### config.mk
export PLATFORM = sky130hd
export DESIGN_NAME = mc_controller
export DESIGN_NICKNAME = d
export VERILOG_FILES = /design/src/rtl/mc_pkg.sv /design/src/rtl/mc_aludec.sv /design/src/rtl/mc_controller.sv
export SDC_FILE = /design/constraint.sdc
export NUM_CORES = 1
export LEC_CHECK = 0
export CORE_UTILIZATION = 35
export CTS_CLUSTER_SIZE = 8
export DETAILED_ROUTE_END_ITERATION = 8
export MAX_ROUTING_LAYER = met4
export PLACE_DENSITY_LB_ADDON = 0.25
export SYNTH_ARGS = -nofsm -noshare
export SYNTH_HDL_FRONTEND = slang
export SYNTH_SLANG_ARGS = --single-unit
### constraint.sdc
create_clock -name clk -period 5.8 [get_ports clk]
set_input_delay 0.58 -clock clk [delete_from_list [all_inputs] [get_ports clk]]
set_output_delay 0.58 -clock clk [all_outputs]
set_load 0.02 [all_outputs]
### src/rtl/mc_pkg.sv
// Shared encodings for the multi-cycle MIPS-64 control unit: states, opcodes,
// funct codes, ALU operation classes and ALU control codes.
package mc_pkg;

    localparam logic [3:0] S_FETCH    = 4'd0;
    localparam logic [3:0] S_DECODE   = 4'd1;
    localparam logic [3:0] S_MEMADR   = 4'd2;
    localparam logic [3:0] S_MEMREAD  = 4'd3;
    localparam logic [3:0] S_MEMWB    = 4'd4;
    localparam logic [3:0] S_MEMWRITE = 4'd5;
    localparam logic [3:0] S_EXECUTE  = 4'd6;
    localparam logic [3:0] S_ALUWB    = 4'd7;
    localparam logic [3:0] S_BRANCH   = 4'd8;
    localparam logic [3:0] S_ADDIEX   = 4'd9;
    localparam logic [3:0] S_ADDIWB   = 4'd10;
    localparam logic [3:0] S_JUMP     = 4'd11;

    localparam logic [5:0] OP_RTYPE = 6'b000000;
    localparam logic [5:0] OP_LW    = 6'b100011;
    localparam logic [5:0] OP_LD    = 6'b110111;
    localparam logic [5:0] OP_SW    = 6'b101011;
    localparam logic [5:0] OP_SD    = 6'b111111;
    localparam logic [5:0] OP_BEQ   = 6'b000100;
    localparam logic [5:0] OP_ADDI  = 6'b001000;
    localparam logic [5:0] OP_DADDI = 6'b011000;
    localparam logic [5:0] OP_J     = 6'b000010;

    localparam logic [5:0] F_ADD  = 6'b100000;
    localparam logic [5:0] F_DADD = 6'b101100;
    localparam logic [5:0] F_SUB  = 6'b100010;
    localparam logic [5:0] F_DSUB = 6'b101110;
    localparam logic [5:0] F_AND  = 6'b100100;
    localparam logic [5:0] F_OR   = 6'b100101;
    localparam logic [5:0] F_SLT  = 6'b101010;

    typedef enum logic [1:0] {
        ALUOP_ADD   = 2'b00,
        ALUOP_SUB   = 2'b01,
        ALUOP_FUNCT = 2'b10
    } aluop_t;

    localparam logic [2:0] ALU_ADD = 3'b010;
    localparam logic [2:0] ALU_SUB = 3'b110;
    localparam logic [2:0] ALU_AND = 3'b000;
    localparam logic [2:0] ALU_OR  = 3'b001;
    localparam logic [2:0] ALU_SLT = 3'b111;

    function automatic logic is_store(input logic [5:0] op);
        return (op == OP_SW) || (op == OP_SD);
    endfunction

endpackage

### src/rtl/mc_aludec.sv
// ALU control decode: operation class from the FSM plus funct field for R-type.
module mc_aludec
    import mc_pkg::*;
(
    input  aluop_t      aluop,
    input  logic [5:0]  funct,
    output logic [2:0]  alucontrol
);

    always_comb begin
        alucontrol = ALU_ADD;
        case (aluop)
            ALUOP_SUB: alucontrol = ALU_SUB;
            ALUOP_FUNCT: begin
                case (funct)
                    F_ADD, F_DADD: alucontrol = ALU_ADD;
                    F_SUB, F_DSUB: alucontrol = ALU_SUB;
                    F_AND:         alucontrol = ALU_AND;
                    F_OR:          alucontrol = ALU_OR;
                    F_SLT:         alucontrol = ALU_SLT;
                    // unknown funct quietly executes as add
                    default:       alucontrol = ALU_ADD;
                endcase
            end
            default: alucontrol = ALU_ADD;
        endcase
    end

endmodule

### src/rtl/mc_controller.sv
// Multi-cycle Moore control FSM for the 64-bit MIPS core; memory-touching
// states stretch on mem_ready.
//
// state    | meaning
// FETCH    | read instruction at PC, PC+4 -> PC, wait for mem_ready
// DECODE   | compute branch target PC+imm<<2, dispatch on opcode
// MEMADR   | rs + imm -> ALUOut (load/store address)
// MEMREAD  | read memory at ALUOut into MDR, wait for mem_ready
// MEMWB    | MDR -> rt
// MEMWRITE | write rt to memory at ALUOut, wait for mem_ready
// EXECUTE  | rs op rt per funct
// ALUWB    | ALUOut -> rd
// BRANCH   | rs - rt, take ALUOut as PC when zero
// ADDIEX   | rs + imm
// ADDIWB   | ALUOut -> rt
// JUMP     | jump target -> PC
module mc_controller
    import mc_pkg::*;
#(
    parameter int                 STATE_W     = 4,
    parameter logic [STATE_W-1:0] RESET_STATE = 4'd0
) (
    input  logic               clk,
    input  logic               reset,
    input  logic [5:0]         op,
    input  logic [5:0]         funct,
    input  logic               zero,
    input  logic               mem_ready,
    output logic               iord,
    output logic               memwrite,
    output logic               irwrite,
    output logic               regwrite,
    output logic               regdst,
    output logic               memtoreg,
    output logic               alusrca,
    output logic [1:0]         alusrcb,
    output logic [1:0]         pcsrc,
    output logic               pcen,
    output logic [2:0]         alucontrol,
    output logic               illegal,
    output logic [STATE_W-1:0] state_dbg
);

    logic [STATE_W-1:0] state;
    logic [STATE_W-1:0] state_next;
    logic               pcwrite;
    logic               branch;
    aluop_t             aluop;
    logic [2:0]         alu_dec;

    always_ff @(posedge clk) begin
        if (reset) state <= RESET_STATE;
        else       state <= state_next;
    end

    always_comb begin
        state_next = S_FETCH;
        case (state)
            S_FETCH:    state_next = mem_ready ? S_DECODE : S_FETCH;
            S_DECODE: begin
                case (op)
                    OP_LW, OP_LD, OP_SW, OP_SD: state_next = S_MEMADR;
                    OP_RTYPE:                   state_next = S_EXECUTE;
                    OP_BEQ:                     state_next = S_BRANCH;
                    OP_ADDI, OP_DADDI:          state_next = S_ADDIEX;
                    OP_J:                       state_next = S_JUMP;
                    default:                    state_next = S_FETCH;
                endcase
            end
            S_MEMADR:   state_next = is_store(op) ? S_MEMWRITE : S_MEMREAD;
            S_MEMREAD:  state_next = mem_ready ? S_MEMWB : S_MEMREAD;
            S_MEMWRITE: state_next = mem_ready ? S_FETCH : S_MEMWRITE;
            S_EXECUTE:  state_next = S_ALUWB;
            S_ADDIEX:   state_next = S_ADDIWB;
            default:    state_next = S_FETCH;
        endcase
    end

    // reset overrides everything so a half-finished instruction cannot strobe
    always_comb begin
        iord     = 1'b0;
        memwrite = 1'b0;
        irwrite  = 1'b0;
        regwrite = 1'b0;
        regdst   = 1'b0;
        memtoreg = 1'b0;
        alusrca  = 1'b0;
        alusrcb  = 2'b00;
        pcsrc    = 2'b00;
        pcwrite  = 1'b0;
        branch   = 1'b0;
        aluop    = ALUOP_ADD;
        illegal  = 1'b0;
        if (!reset) begin
            case (state)
                S_FETCH: begin
                    alusrcb = 2'b01;
                    irwrite = mem_ready;
                    pcwrite = mem_ready;
                end
                S_DECODE: begin
                    alusrcb = 2'b11;
                    case (op)
                        OP_LW, OP_LD, OP_SW, OP_SD, OP_RTYPE,
                        OP_BEQ, OP_ADDI, OP_DADDI, OP_J: illegal = 1'b0;
                        default:                         illegal = 1'b1;
                    endcase
                end
                S_MEMADR: begin
                    alusrca = 1'b1;
                    alusrcb = 2'b10;
                end
                S_MEMREAD:  iord = 1'b1;
                S_MEMWB: begin
                    regwrite = 1'b1;
                    memtoreg = 1'b1;
                end
                S_MEMWRITE: begin
                    iord     = 1'b1;
                    memwrite = mem_ready;
                end
                S_EXECUTE: begin
                    alusrca = 1'b1;
                    aluop   = ALUOP_FUNCT;
                end
                S_ALUWB: begin
                    regwrite = 1'b1;
                    regdst   = 1'b1;
                end
                S_BRANCH: begin
                    alusrca = 1'b1;
                    aluop   = ALUOP_SUB;
                    branch  = 1'b1;
                    pcsrc   = 2'b01;
                end
                S_ADDIEX: begin
                    alusrca = 1'b1;
                    alusrcb = 2'b10;
                end
                S_ADDIWB:   regwrite = 1'b1;
                S_JUMP: begin
                    pcsrc   = 2'b10;
                    pcwrite = 1'b1;
                end
                default: ;
            endcase
        end
    end

    mc_aludec u_aludec (
        .aluop      (aluop),
        .funct      (funct),
        .alucontrol (alu_dec)
    );

    assign alucontrol = reset ? 3'b000 : alu_dec;
    assign pcen       = pcwrite | (branch & zero);
    assign state_dbg  = state;

endmodule

; Word level (Yosys, flattened, before mapping)
; Index checks and enable logic that the tools add are counted.
[classes]
eq_ne = 26
muxes = 36
bitwise = 2
reduce_logical = 11
[op_table]
columns = cell, count
row1 = $eq 6x6->1 const B, 9
row2 = $pmux 4 s7, 1
row3 = $mux 1, 21
row4 = $pmux 4 s5, 1
row5 = $eq 4x3->1 const B, 4
row6 = $eq 4x4->1 const B, 4
row7 = $mux 3, 4
row8 = $pmux 3 s4, 1
row9 = $reduce_or 9->1, 1
row10 = $eq 4x2->1 const B, 2
row11 = $pmux 2 s2, 2
row12 = $reduce_or 2->1, 4
row13 = $reduce_or 4->1, 2
row14 = $eq 6x2->1 const B, 1
row15 = $eq 6x3->1 const B, 1
row16 = $eq 6x4->1 const B, 1
row17 = $eq 6x5->1 const B, 1
row18 = $logic_not 6->1, 1
row19 = $mux 2, 3
row20 = $pmux 2 s3, 1
row21 = $pmux 3 s2, 1
row22 = $eq 4x1->1 const B, 1
row23 = $logic_not 4->1, 1
row24 = $reduce_or 3->1, 1
row25 = 6 further kinds, 6
[totals]
reg_bits = 4
inputBits = 16
output_inout_bits = 20
wordCells = 76

; Longest topological paths before layout
; Gate-level depths: netlist (run 1).
[logic_depth]
depth_word = 6
ltp_mapped = 7
depth_no_buf = 6

; Hierarchy
; Synthesis (run 1) repeated with hierarchy kept, for this count alone.
[hier_totals]
cells_unflattened = 101
hier_area_um2 = 671.9
[by_module_without_submodules]
columns = module, n_inst, cells_per_inst, area_per_inst_um2, seq_area_each_um2
row1 = mc_controller, 1, 85, 551.8, 80.1
row2 = mc_aludec, 1, 16, 120.1, 0.0

; Least setup slack after synthesis (run 1)
; OpenSTA, ideal clock, no wires.
[synth_timing]
path_type = register to output
startpoint = register state[3] (netlist: state_dbg[3])
endpoint = output alucontrol[0]
t_arrival_ns = 2.413
t_required_ns = 5.220
setup_slack_ns = 2.807
stages_incl_launch_ff = 7
n_path_buf = 1
path_cell_list = dfxtp_1 clkbuf_1 nand2b_1 nor4_1 inv_1 ha_1 nor4b_1
[synth_between]
elab_chain_len = 6
word_cells_on_any_way = 8
classes_between = eq/ne (4) / mux (4)
[synth_lines]
columns = element, line_no
row1 = "start, declared", mc_controller.sv:44  ; logic [STATE_W-1:0] state;
row2 = "start signal, assigned", mc_controller.sv:53  ; else state <= state_next;
row3 = $eq 4x4->1 or $eq 4x3->1 (tied branches), mc_controller.sv:95  ; case (state)
row4 = $pmux 2 s2 (*), mc_controller.sv:95
row5 = $mux 2 (*), mc_controller.sv:94  ; if (!reset) begin
row6 = $eq 2x2->1 or $eq 2x1->1 (tied branches), mc_aludec.sv:12  ; case (aluop)
row7 = $pmux 3 s2 (*), mc_aludec.sv:12
row8 = $mux 3 (*), mc_controller.sv:156  ; assign alucontrol = reset ? 3'b000 : alu_dec;
row9 = "end, declared", mc_controller.sv:39  ; output logic [2:0] alucontrol,
; Mark *: on every way between the ends. The rest lies on a longest branch, timed or not.

; Worst setup path in the final report (run 1)
[layout_timing]
startpoint = input reset
endpoint = output alucontrol[0]
[layout_between]
elab_chain_len = 4
word_cells_on_any_way = 5
classes_between = eq/ne (2) / mux (3)
[layout_lines]
columns = element, line_no
row1 = "start, declared", mc_controller.sv:24  ; input logic reset,
row2 = $mux 2, mc_controller.sv:94
row3 = $eq 2x2->1 or $eq 2x1->1 (tied branches), mc_aludec.sv:12
row4 = $pmux 3 s2, mc_aludec.sv:12
row5 = $mux 3 (*), mc_controller.sv:156
; Marked as above.

==> metrics.csv, run 1 <==
stage;metric;value;unit
run_status;status;completed;
floorplanning;DIE AREA;0.00207;sq mm
synth;top flip-flop cell by instance count after synthesis;sky130_fd_sc_hd__dfxtp_1;
worst_setup_path;CP Max Fanout;17;
grt;pin count of the biggest net entering global routing;21;
cells_and_area;total of fill cells in the finished design;165;
cells_and_area;nets@finish;145;
grt;first-pass GRT wire length;2.90;mm
hold_path;type of the tightest min-delay check;flop to flop;
clock_tree;root buf cell;sky130_fd_sc_hd__clkbuf_4;
cells_and_area;Syn-to-layout area delta;57.2;%
floorplanning;top-level I/O count;36;
pwr;maximum ir drop on the vdd rail;0.0513;mV
timing;Least-Margin Pin Slew;0.611;ns
timing;period utilisation layout;65.2;%
drt;DRT antenna net count;0;
clock_tree;post-CTS clock slew at the launch and capture registers of the worst setup and hold paths;0.04;ns
drt;number of design-rule violations left by the first detailed-router iteration;19;
grt;Total Routing Usage GR;19.5;%
pwr;static power due to leakage;0.331;nW
cells_and_area;final standard cell count with taps included and fillers excluded;150;
synth;area of the mapped netlist;661;sq um
pwr;power per unit of standard cell area;104;mW/mm^2
clock_tree;cells resized by post-CTS repair;0;
drt;Final Routed Wirelength;1.83;mm
synth;most common library cells after synthesis;sky130_fd_sc_hd__nor2_1, sky130_fd_sc_hd__nand2b_1, sky130_fd_sc_hd__clkbuf_1, sky130_fd_sc_hd__nor4_1, sky130_fd_sc_hd__nor3_1;
synth;cell with the most instances after synthesis;sky130_fd_sc_hd__nor2_1;
worst_setup_path;cell count of the worst reg-to-reg path;3;
timing;tightest slew margin relative to the limit;59.2;%
synth;share of the synthesized area in the top cell type;12.1;%
placed_design;# port buffers;35;
grt;number of global-route vias before repair;702;
synth;Post-synth EDFFs;0;
worst_setup_path;Reg2Reg Capture Point;state_dbg[1];
worst_setup_path;capturing instance or port of the critical path;alucontrol[0];
timing;setup repair after global routing missed its margin;false;
grt;GR Overflow Total;0;
synth;sequential-to-total area share from yosys stat;12.1;%
floorplanning;die height;45.4;microns
floorplanning;effective utilization at floorplan;37.8;%
worst_setup_path;element type at the critical path end;output pin;
clock_tree;total CTS buffers;3;
synth;count of different cell masters after synthesis;38;
synth;Mapped Cells;94;
cells_and_area;share of final-layout standard cells stronger than drive strength 1;8.00;%
floorplanning;x dimension of the die;45.4;microns
worst_setup_path;worst-case register-to-register setup slack;4.24;ns
timing;total setup violations reported at the end of the flow;0;
drt;vias post-DR;806;
synth;synthesis warning total;0;
synth;biggest area contributors in the synthesized netlist;sky130_fd_sc_hd__dfxtp_1, sky130_fd_sc_hd__nand2b_1, sky130_fd_sc_hd__nor2_1;
worst_setup_path;Reg-to-Reg Start;state_dbg[0];
clock_tree;CTS sink count;4;
synth;Syn Nets;112;
timing;time the worst path needs with I/O delays and setup;3.78;ns
synth;largest area contributor in the netlist;sky130_fd_sc_hd__dfxtp_1;
clock_tree;post-CTS repair timing setup buffer count;0;
drt;via density per instance;5.37;
cells_and_area;diode insertion count for antenna repair;0;
drt;detailed-route wire length per cell;12.2;microns
clock_tree;maximum buffer depth of the clock tree;2;
flow_run;maximum capacitance violations;0;
timing;Fin Clk Skew;0.00674;ns
timing;Sum Neg Setup Slack;0;ns
clock_tree;# hold bufs at CTS;0;
worst_setup_path;Worst Setup Path Type;primary input to output pin;
placed_design;Placed Cells;147;
placed_design;routability congestion estimate;0.802;
clock_tree;insertion delay of the later-clocked pin in the worst-skew pair;0.25;ns
synth;flip-flop and latch count after synthesis;4;
placed_design;dpl hpwl;1.33;mm
cells_and_area;utilization of the core after routing;59.5;%
synth;average footprint of a synthesized cell;7.03;sq um
synth;async set-or-reset flop fraction in the synthesized netlist;0;%
grt;initial antenna violation count;0;
floorplanning;Cell Rows;15;
worst_setup_path;sort of element at the start of the critical path;primary input;
timing;count of final hold-check violations;0;
clock_tree;H-Tree Level Count;1;
cells_and_area;max reg flops;4;
worst_setup_path;origin of the worst setup path;reset;
timing;number of pins with negative max-slew slack in the final report;0;
timing;FMAX;264;MHz
clock_tree;TritonCTS clock tree;yes;
drt;Pre-Repair DR Iteration Count;4;
floorplanning;core region area;0.00175;sq mm
worst_setup_path;data arrival time at the worst-slack endpoint;3.20;ns
drt;remaining design rule violation count;0;
worst_setup_path;worst endpoint required time;5.22;ns
[final cells by class]
| cell class | count | area (sq um) | share of cell area [%] |
|---|---|---|---|
| Multi-Input combinational cell | 79 | 539 | 51.9 |
| Tap cell | 25 | 31.3 | 3.01 |
| Clock buffer | 3 | 22.5 | 2.17 |
| Timing Repair Buffer | 35 | 350 | 33.7 |
| Inverter | 4 | 15.0 | 1.45 |
| Sequential cell | 4 | 80.1 | 7.71 |
[worst min-delay path by stage]
stage / from / endpoint / depth (start not counted)
after floorplan: state_dbg[0] / state_dbg[3] / 2
after global placement: state_dbg[3] / state_dbg[0] / 1
after detailed placement: state_dbg[3] / state_dbg[0] / 1
after CTS: state_dbg[3] / state_dbg[0] / 1
after global routing: state_dbg[3] / state_dbg[0] / 1
final: state_dbg[3] / state_dbg[0] / 1
[layer usage]
| layer | track usage (%) | routed length, microns |
|---|---|---|
| met1 | 26.2 | 889 |
| met2 | 28.9 | 813 |
| met3 | 2.38 | 95 |
| met5 | - | 0 |
| met4 | 9.09 | 31 |
[layout by cell type, fill, tap and decap left out, types with 2 or more instances in the layout]
master | Yosys | final
sky130_fd_sc_hd__a21oi_1 | 4 | 4
sky130_fd_sc_hd__nor4_1 | 6 | 6
sky130_fd_sc_hd__o22a_1 | 2 | 2
sky130_fd_sc_hd__nor2b_1 | 3 | 3
sky130_fd_sc_hd__nor3b_1 | 2 | 2
sky130_fd_sc_hd__nand2_1 | 3 | 3
sky130_fd_sc_hd__dfxtp_1 | 4 | 4
sky130_fd_sc_hd__ha_1 | 2 | 2
sky130_fd_sc_hd__a221oi_1 | 2 | 2
sky130_fd_sc_hd__or3_1 | 2 | 2
sky130_fd_sc_hd__a32oi_1 | 2 | 2
sky130_fd_sc_hd__nand2b_1 | 9 | 9
sky130_fd_sc_hd__nor4b_1 | 2 | 2
sky130_fd_sc_hd__clkdlybuf4s50_1 | 0 | 35
sky130_fd_sc_hd__nor3_1 | 5 | 5
sky130_fd_sc_hd__o21ai_0 | 2 | 2
sky130_fd_sc_hd__nor2_1 | 12 | 12
sky130_fd_sc_hd__o22ai_1 | 2 | 2
sky130_fd_sc_hd__inv_1 | 4 | 4
sky130_fd_sc_hd__clkbuf_4 | 0 | 3
[metrics by stage]
step	power, mW	hold slack, ns	area (sq um)	setup slack (ns)
detailed placement	0.0699	0.678	1020	2.01
CTS	0.108	0.690	1040	2.02
global route	0.113	0.738	1040	1.84
global placement	0.0697	0.672	1020	2.11
floorplan	0.0492	0.675	661	2.81
finish	0.108	0.695	1040	2.02
[cell families after synthesis]
kind of cell    synth area share (%)
fa+ha+maj                       3.79
mux                             1.70
buf+inv                         6.25
simple gates                    42.8
flops                           12.1
compound gates                  30.7
xor+xnor                        2.65
[critical path, stage by stage]
cell and delay, ns:
sky130_fd_sc_hd__clkdlybuf4s50_1 0.70, sky130_fd_sc_hd__nor4_1 0.55, sky130_fd_sc_hd__inv_1 0.09, sky130_fd_sc_hd__ha_1 0.34, sky130_fd_sc_hd__nor4b_1 0.29, sky130_fd_sc_hd__clkdlybuf4s50_1 0.66
[where the power goes]
part	switching (mW)	internal, mW
combinational	0.0180	0.0213
clock	0.0152	0.0234
sequential	0.00228	0.0283
Note: power is estimated with default switching activity, not from simulation.
==> run 2: changes to the inputs <==
Settings changed: CORE_UTILIZATION 35 to 34.
Clock period 5.8 ns to 3.08 ns, I/O delays scaled along.
==> metrics.csv, run 2 (synthesis results as in run 1) <==
stage;metric;value;unit;change
cells_and_area;nets@finish;151;;+4.1%
drt;vias post-DR;850;;+5.5%
placed_design;post-place setup slack;0.286;ns;-1.72 ns
cells_and_area;max reg flops;4;;unchanged
cells_and_area;total of fill cells in the finished design;173;;+4.8%
timing;number of pins with negative max-slew slack in the final report;0;;unchanged
clock_tree;# hold bufs at CTS;0;;unchanged
floorplanning;DIE AREA;0.00212;sq mm;+2.8%
worst_setup_path;worst endpoint required time;2.77;ns;-2.45 ns
clock_tree;insertion delay of the later-clocked pin in the worst-skew pair;0.25;ns;about the same
clock_tree;total CTS buffers;3;;unchanged
floorplanning;x dimension of the die;46.1;microns;+1.4%
clock_tree;CTS sink count;4;;unchanged
clock_tree;maximum buffer depth of the clock tree;2;;unchanged
cells_and_area;commonest non-fill, non-tap cell in the layout;sky130_fd_sc_hd__clkdlybuf4s50_1;;
worst_setup_path;origin of the worst setup path;reset;;
placed_design;routability congestion estimate;0.846;;+5.5%
clock_tree;post-CTS clock slew at the launch and capture registers of the worst setup and hold paths;0.04;ns;about the same
grt;number of global-route vias before repair;704;;+0.28%
floorplanning;effective utilization at floorplan;37.1;%;-0.80 points
timing;FMAX;357;MHz;
worst_setup_path;delay-heaviest family, CP;buffers and inverters;;
grt;Total Routing Usage GR;20.5;%;+0.95 points
hold_path;type of the tightest min-delay check;flop to flop;;
timing;period utilisation layout;90.9;%;
worst_setup_path;cells traversed along the worst timing path;clkdlybuf4s50_1 -> nor4_1 -> inv_1 -> ha_1 -> nor4b_1 -> clkdlybuf4s50_1;;
worst_setup_path;Slowest Stage Delay on Critical Path;0.66;ns;-0.04 ns
clock_tree;H-Tree Level Count;1;;unchanged
floorplanning;Cell Rows;15;;unchanged
timing;Sum Neg Setup Slack;0;ns;unchanged
run_status;status;completed;;
timing;final worst slack;0.280;ns;-1.74 ns
timing;Fin Clk Skew;0.000784;ns;-0.00596 ns
timing;total setup violations reported at the end of the flow;0;;unchanged
drt;via density per instance;5.45;;+1.4%
cells_and_area;utilization of the core after routing;60.8;%;+1.3 points
worst_setup_path;CP Buf/Inv Count;3;;unchanged
drt;detailed-route wire length per cell;12.7;microns;+4.5%
worst_setup_path;Reg-to-Reg Start;state_dbg[0];;
clock_tree;cells resized by post-CTS repair;0;;unchanged
cells_and_area;diode insertion count for antenna repair;0;;unchanged
drt;Pre-Repair DR Iteration Count;4;;unchanged
pwr;power per unit of standard cell area;193;mW/mm^2;+85%
floorplanning;die height;46.1;microns;+1.4%
drt;remaining design rule violation count;0;;unchanged
cells_and_area;Syn-to-layout area delta;64.2;%;
floorplanning;top-level I/O count;36;;unchanged
clock_tree;root buf cell;sky130_fd_sc_hd__clkbuf_4;;
hold_path;Hold Startpoint;state_dbg[3];;
cells_and_area;commonest cells after routing, fill and taps aside;sky130_fd_sc_hd__clkdlybuf4s50_1, sky130_fd_sc_hd__nor2_1, sky130_fd_sc_hd__nand2b_1;;
drt;number of design-rule violations left by the first detailed-router iteration;13;;-6
timing;tightest slew margin relative to the limit;75.4;%;+16 points
grt;initial antenna violation count;0;;unchanged
cells_and_area;area taken by multi-input logic gates;539;sq um;unchanged
worst_setup_path;Worst Setup Path Type;primary input to output pin;;
grt;first-pass GRT wire length;3.11;mm;+7.1%
floorplanning;core region area;0.00178;sq mm;+2.2%
worst_setup_path;element type at the critical path end;output pin;;
worst_setup_path;CP Max Fanout;6;;-11
placed_design;dpl hpwl;1.51;mm;+14%
timing;setup repair after global routing missed its margin;false;;
drt;DRT antenna net count;0;;unchanged
worst_setup_path;sort of element at the start of the critical path;primary input;;
clock_tree;TritonCTS clock tree;yes;;
pwr;Final Total Pwr;209;uW;+93%
drt;Final Routed Wirelength;1.99;mm;+8.6%
worst_setup_path;cell seen most often among critical-path stages;sky130_fd_sc_hd__clkdlybuf4s50_1;;
placed_design;# port buffers;35;;unchanged
timing;Least-Margin Pin Slew;0.369;ns;-0.242 ns
timing;time the worst path needs with I/O delays and setup;2.80;ns;
grt;GR Overflow Total;0;;unchanged
timing;count of final hold-check violations;0;;unchanged
clock_tree;post-CTS repair timing setup buffer count;0;;unchanged
cells_and_area;Seq. cell area;81.3;sq um;+1.6%
cells_and_area;share of final-layout standard cells stronger than drive strength 1;13.0;%;+5.0 points
worst_setup_path;slowest cell on the critical path;sky130_fd_sc_hd__clkdlybuf4s50_1;;
pwr;static power due to leakage;0.363;nW;+9.8%
pwr;maximum ir drop on the vdd rail;0.188;mV;+270%
flow_run;maximum capacitance violations;0;;unchanged
worst_setup_path;data arrival time at the worst-slack endpoint;2.49;ns;-0.71 ns
grt;pin count of the biggest net entering global routing;18;;-14%
-- run 2: metrics by stage --
stage / cells / area, sq um / hold WS [ns]
after CTS: 156 / 1080 / 0.649
after global routing: 156 / 1080 / 0.689
final: 156 / 1080 / 0.663
after detailed placement: 153 / 1060 / 0.627
after floorplan: 94 / 661 / 0.512
after global placement: 153 / 1060 / 0.637
-- run 2: tightest hold or removal path, stage by stage, from the launching register on --
cell                       delay [ns]
sky130_fd_sc_hd__dfxtp_1         0.35
sky130_fd_sc_hd__buf_4           0.18
sky130_fd_sc_hd__a211oi_1        0.07
-- run 2: report_power, final --
part           internal, mW  switching, mW
clock network        0.0441         0.0296
registers            0.0532        0.00154
logic                0.0424         0.0382
-- run 2: routing by layer --
layer,part of all wire (%),up-vias,GRT usage (%)
li1,-,432,-
met1,45,386,25.4
met2,50,30,34.6
met3,4.4,2,2.75
met4,0.96,0,5.29
met5,0,-,-
-- run 2: layout make-up --
cell class	instances	share of cell area (%)
timing repair buffer	41	36.4
clock buffer	3	2.08
inverter	4	1.38
sequential	4	7.50
multi-input combinational	79	49.7
tap	25	2.88
-- run 2: path summary, 6_finish.rpt --
| path | end | slack [ns] | depth (start not counted) |
|---|---|---|---|
| max | alucontrol[0] | 0.28 | 6 |
| min | state_dbg[0] | 0.66 | 2 |
| max reg2reg | state_dbg[1] | 1.62 | 4 |
| min reg2reg | state_dbg[0] | 0.66 | 2 |
==> run 3: changes to the inputs <==
Settings changed: CORE_UTILIZATION 34 to 35, SLEW_MARGIN set to 20.
Clock period 3.08 ns to 3.6 ns, I/O delays scaled along.
==> metrics.csv, run 3 (synthesis results as in run 1) <==
stage;metric;value;unit;change
cells_and_area;commonest non-fill, non-tap cell in the layout;sky130_fd_sc_hd__clkdlybuf4s50_1;;
grt;number of global-route vias before repair;738;;+4.8%
worst_setup_path;cells traversed along the worst timing path;clkdlybuf4s50_1 -> nor4_1 -> inv_1 -> ha_1 -> nor4b_1 -> clkdlybuf4s50_1;;
worst_setup_path;capturing instance or port of the critical path;alucontrol[0];;
grt;pin count of the biggest net entering global routing;15;;-3
worst_setup_path;delay-heaviest family, CP;buffers and inverters;;
worst_setup_path;Worst Setup Path Type;primary input to output pin;;
worst_setup_path;cell seen most often among critical-path stages;sky130_fd_sc_hd__clkdlybuf4s50_1;;
worst_setup_path;slowest cell on the critical path;sky130_fd_sc_hd__clkdlybuf4s50_1;;
worst_setup_path;sort of element at the start of the critical path;primary input;;
placed_design;post-place setup slack;0.368;ns;+0.0811 ns
floorplanning;x dimension of the die;45.4;microns;-1.4%
hold_path;type of the tightest min-delay check;flop to flop;;
grt;first-pass GRT wire length;3.23;mm;+4.0%
timing;number of pins with negative max-slew slack in the final report;0;;unchanged
worst_setup_path;data arrival time at the worst-slack endpoint;2.91;ns;+0.42 ns
floorplanning;Cell Rows;15;;unchanged
drt;remaining design rule violation count;0;;unchanged
drt;metal3 WL;87;microns;-1.1%
clock_tree;# hold bufs at CTS;0;;unchanged
timing;Sum Neg Setup Slack;0;ns;unchanged
drt;via density per instance;5.52;;+1.3%
clock_tree;post-CTS clock slew at the launch and capture registers of the worst setup and hold paths;0.04;ns;about the same
pwr;maximum ir drop on the vdd rail;0.0992;mV;-47%
drt;detailed-route wire length per cell;13.1;microns;+2.6%
timing;FMAX;306;MHz;
drt;amount of wire on met2 after detailed routing;940;microns;-5.1%
cells_and_area;commonest cells after routing, fill and taps aside;sky130_fd_sc_hd__clkdlybuf4s50_1, sky130_fd_sc_hd__nor2_1, sky130_fd_sc_hd__nand2b_1;;
placed_design;Placed Cells;151;;-1.3%
worst_setup_path;origin of the worst setup path;reset;;
clock_tree;maximum buffer depth of the clock tree;2;;unchanged
worst_setup_path;CP Buf/Inv Count;3;;unchanged
cells_and_area;final standard cell count with taps included and fillers excluded;154;;-1.3%
timing;tightest slew margin relative to the limit;64.5;%;-11 points
drt;highest metal layer with signal wires;met4;;
placed_design;dpl hpwl;1.53;mm;+1.2%
clock_tree;insertion delay of the later-clocked pin in the worst-skew pair;0.25;ns;about the same
drt;vias post-DR;850;;unchanged
cells_and_area;nets@finish;149;;-1.3%
cells_and_area;share of final-layout standard cells stronger than drive strength 1;10.9;%;-2.1 points
timing;total setup violations reported at the end of the flow;0;;unchanged
floorplanning;top-level I/O count;36;;unchanged
clock_tree;total CTS buffers;3;;unchanged
timing;time the worst path needs with I/O delays and setup;3.27;ns;
grt;Total Routing Usage GR;22.4;%;+1.9 points
worst_setup_path;Crit path depth;6;;unchanged
drt;DRT antenna net count;0;;unchanged
worst_setup_path;Reg2Reg Capture Point;state_dbg[1];;
floorplanning;die height;45.4;microns;-1.4%
timing;count of final hold-check violations;0;;unchanged
drt;routed length on met1;937;microns;+5.4%
drt;Final Routed Wirelength;2.01;mm;+1.3%
floorplanning;DIE AREA;0.00207;sq mm;-2.7%
grt;GR Overflow Total;0;;unchanged
timing;Least-Margin Pin Slew;0.527;ns;+0.158 ns
clock_tree;cells resized by post-CTS repair;0;;unchanged
run_status;status;completed;;
worst_setup_path;CP Max Fanout;11;;+5
worst_setup_path;element type at the critical path end;output pin;;
drt;number of design-rule violations left by the first detailed-router iteration;14;;+1
cells_and_area;diode insertion count for antenna repair;0;;unchanged
drt;Pre-Repair DR Iteration Count;4;;unchanged
placed_design;routability congestion estimate;0.863;;+2.0%
cells_and_area;max reg flops;4;;unchanged
worst_setup_path;cell count of the worst reg-to-reg path;3;;-1
flow_run;maximum capacitance violations;0;;unchanged
pwr;static power due to leakage;0.352;nW;-3.1%
timing;final worst slack;0.335;ns;+0.0547 ns
clock_tree;post-CTS repair timing setup buffer count;0;;unchanged
floorplanning;effective utilization at floorplan;37.8;%;+0.80 points
timing;setup repair after global routing missed its margin;false;;
pwr;Final Total Pwr;173;uW;-17%
worst_setup_path;Slowest Stage Delay on Critical Path;0.66;ns;about the same
clock_tree;H-Tree Level Count;1;;unchanged
timing;period utilisation layout;90.7;%;
clock_tree;TritonCTS clock tree;yes;;
timing;Worst Hold Slack;0.660;ns;-0.00372 ns
pwr;power per unit of standard cell area;162;mW/mm^2;-16%
worst_setup_path;worst-case register-to-register setup slack;2.05;ns;+0.43 ns
clock_tree;CTS sink count;4;;unchanged
floorplanning;core region area;0.00175;sq mm;-2.1%
worst_setup_path;Reg-to-Reg Start;state_dbg[0];;
cells_and_area;Syn-to-layout area delta;61.7;%;
grt;initial antenna violation count;0;;unchanged
timing;Fin Clk Skew;0.00800;ns;+0.00722 ns
clock_tree;root buf cell;sky130_fd_sc_hd__clkbuf_4;;
placed_design;# port buffers;35;;unchanged
worst_setup_path;worst endpoint required time;3.24;ns;+0.47 ns
-- run 3: changes by cell type in the layout (fill, tap and decap cells not counted) --
cell,delta
sky130_fd_sc_hd__dfxtp_2,-1
sky130_fd_sc_hd__dfxtp_1,+1
sky130_fd_sc_hd__buf_4,-2
-- run 3: cell type report --
type | count | area (sq um)
well taps | 25 | 31.3
multi-input cells | 79 | 539
flip-flops and latches | 4 | 80.1
inverters | 4 | 15.0
fillers | 163 | 677
clock buffers | 3 | 22.5
repair buffers | 39 | 380
-- run 3: stage by stage --
stage               utilization (%)  area, sq um
floorplan                         -          661
global placement               59.9         1050
detailed placement             59.9         1050
CTS                            61.2         1070
global route                   61.2         1070
finish                         61.2         1070
-- run 3: report_power, final --
group	total, mW	internal (mW)	switching [mW]
clock network	0.0588	0.0375	0.0213
logic	0.0656	0.0353	0.0304
registers	0.0488	0.0456	0.00321
-- run 3: how the worst min path moves through the flow --
stage	slack (ns)	startpoint	to	cells past startpoint
floorplan	0.56	op[5]	state_dbg[0]	3
global placement	0.60	state_dbg[3]	state_dbg[0]	2
detailed placement	0.63	state_dbg[3]	state_dbg[0]	2
CTS	0.64	state_dbg[3]	state_dbg[0]	2
global route	0.69	state_dbg[3]	state_dbg[0]	2
finish	0.66	state_dbg[3]	state_dbg[0]	2
-- run 3: tightest hold or removal path, stage by stage (launching register included) --
cell and delay (ns):
sky130_fd_sc_hd__dfxtp_1 0.35, sky130_fd_sc_hd__buf_4 0.19, sky130_fd_sc_hd__a211oi_1 0.07
-- run 3: routing by layer --
metal	vias to the layer above	GRT usage, %
met2	29	35.1
met3	5	3.57
met1	387	27.6
met5	-	-
met4	0	10.9
li1	429	-
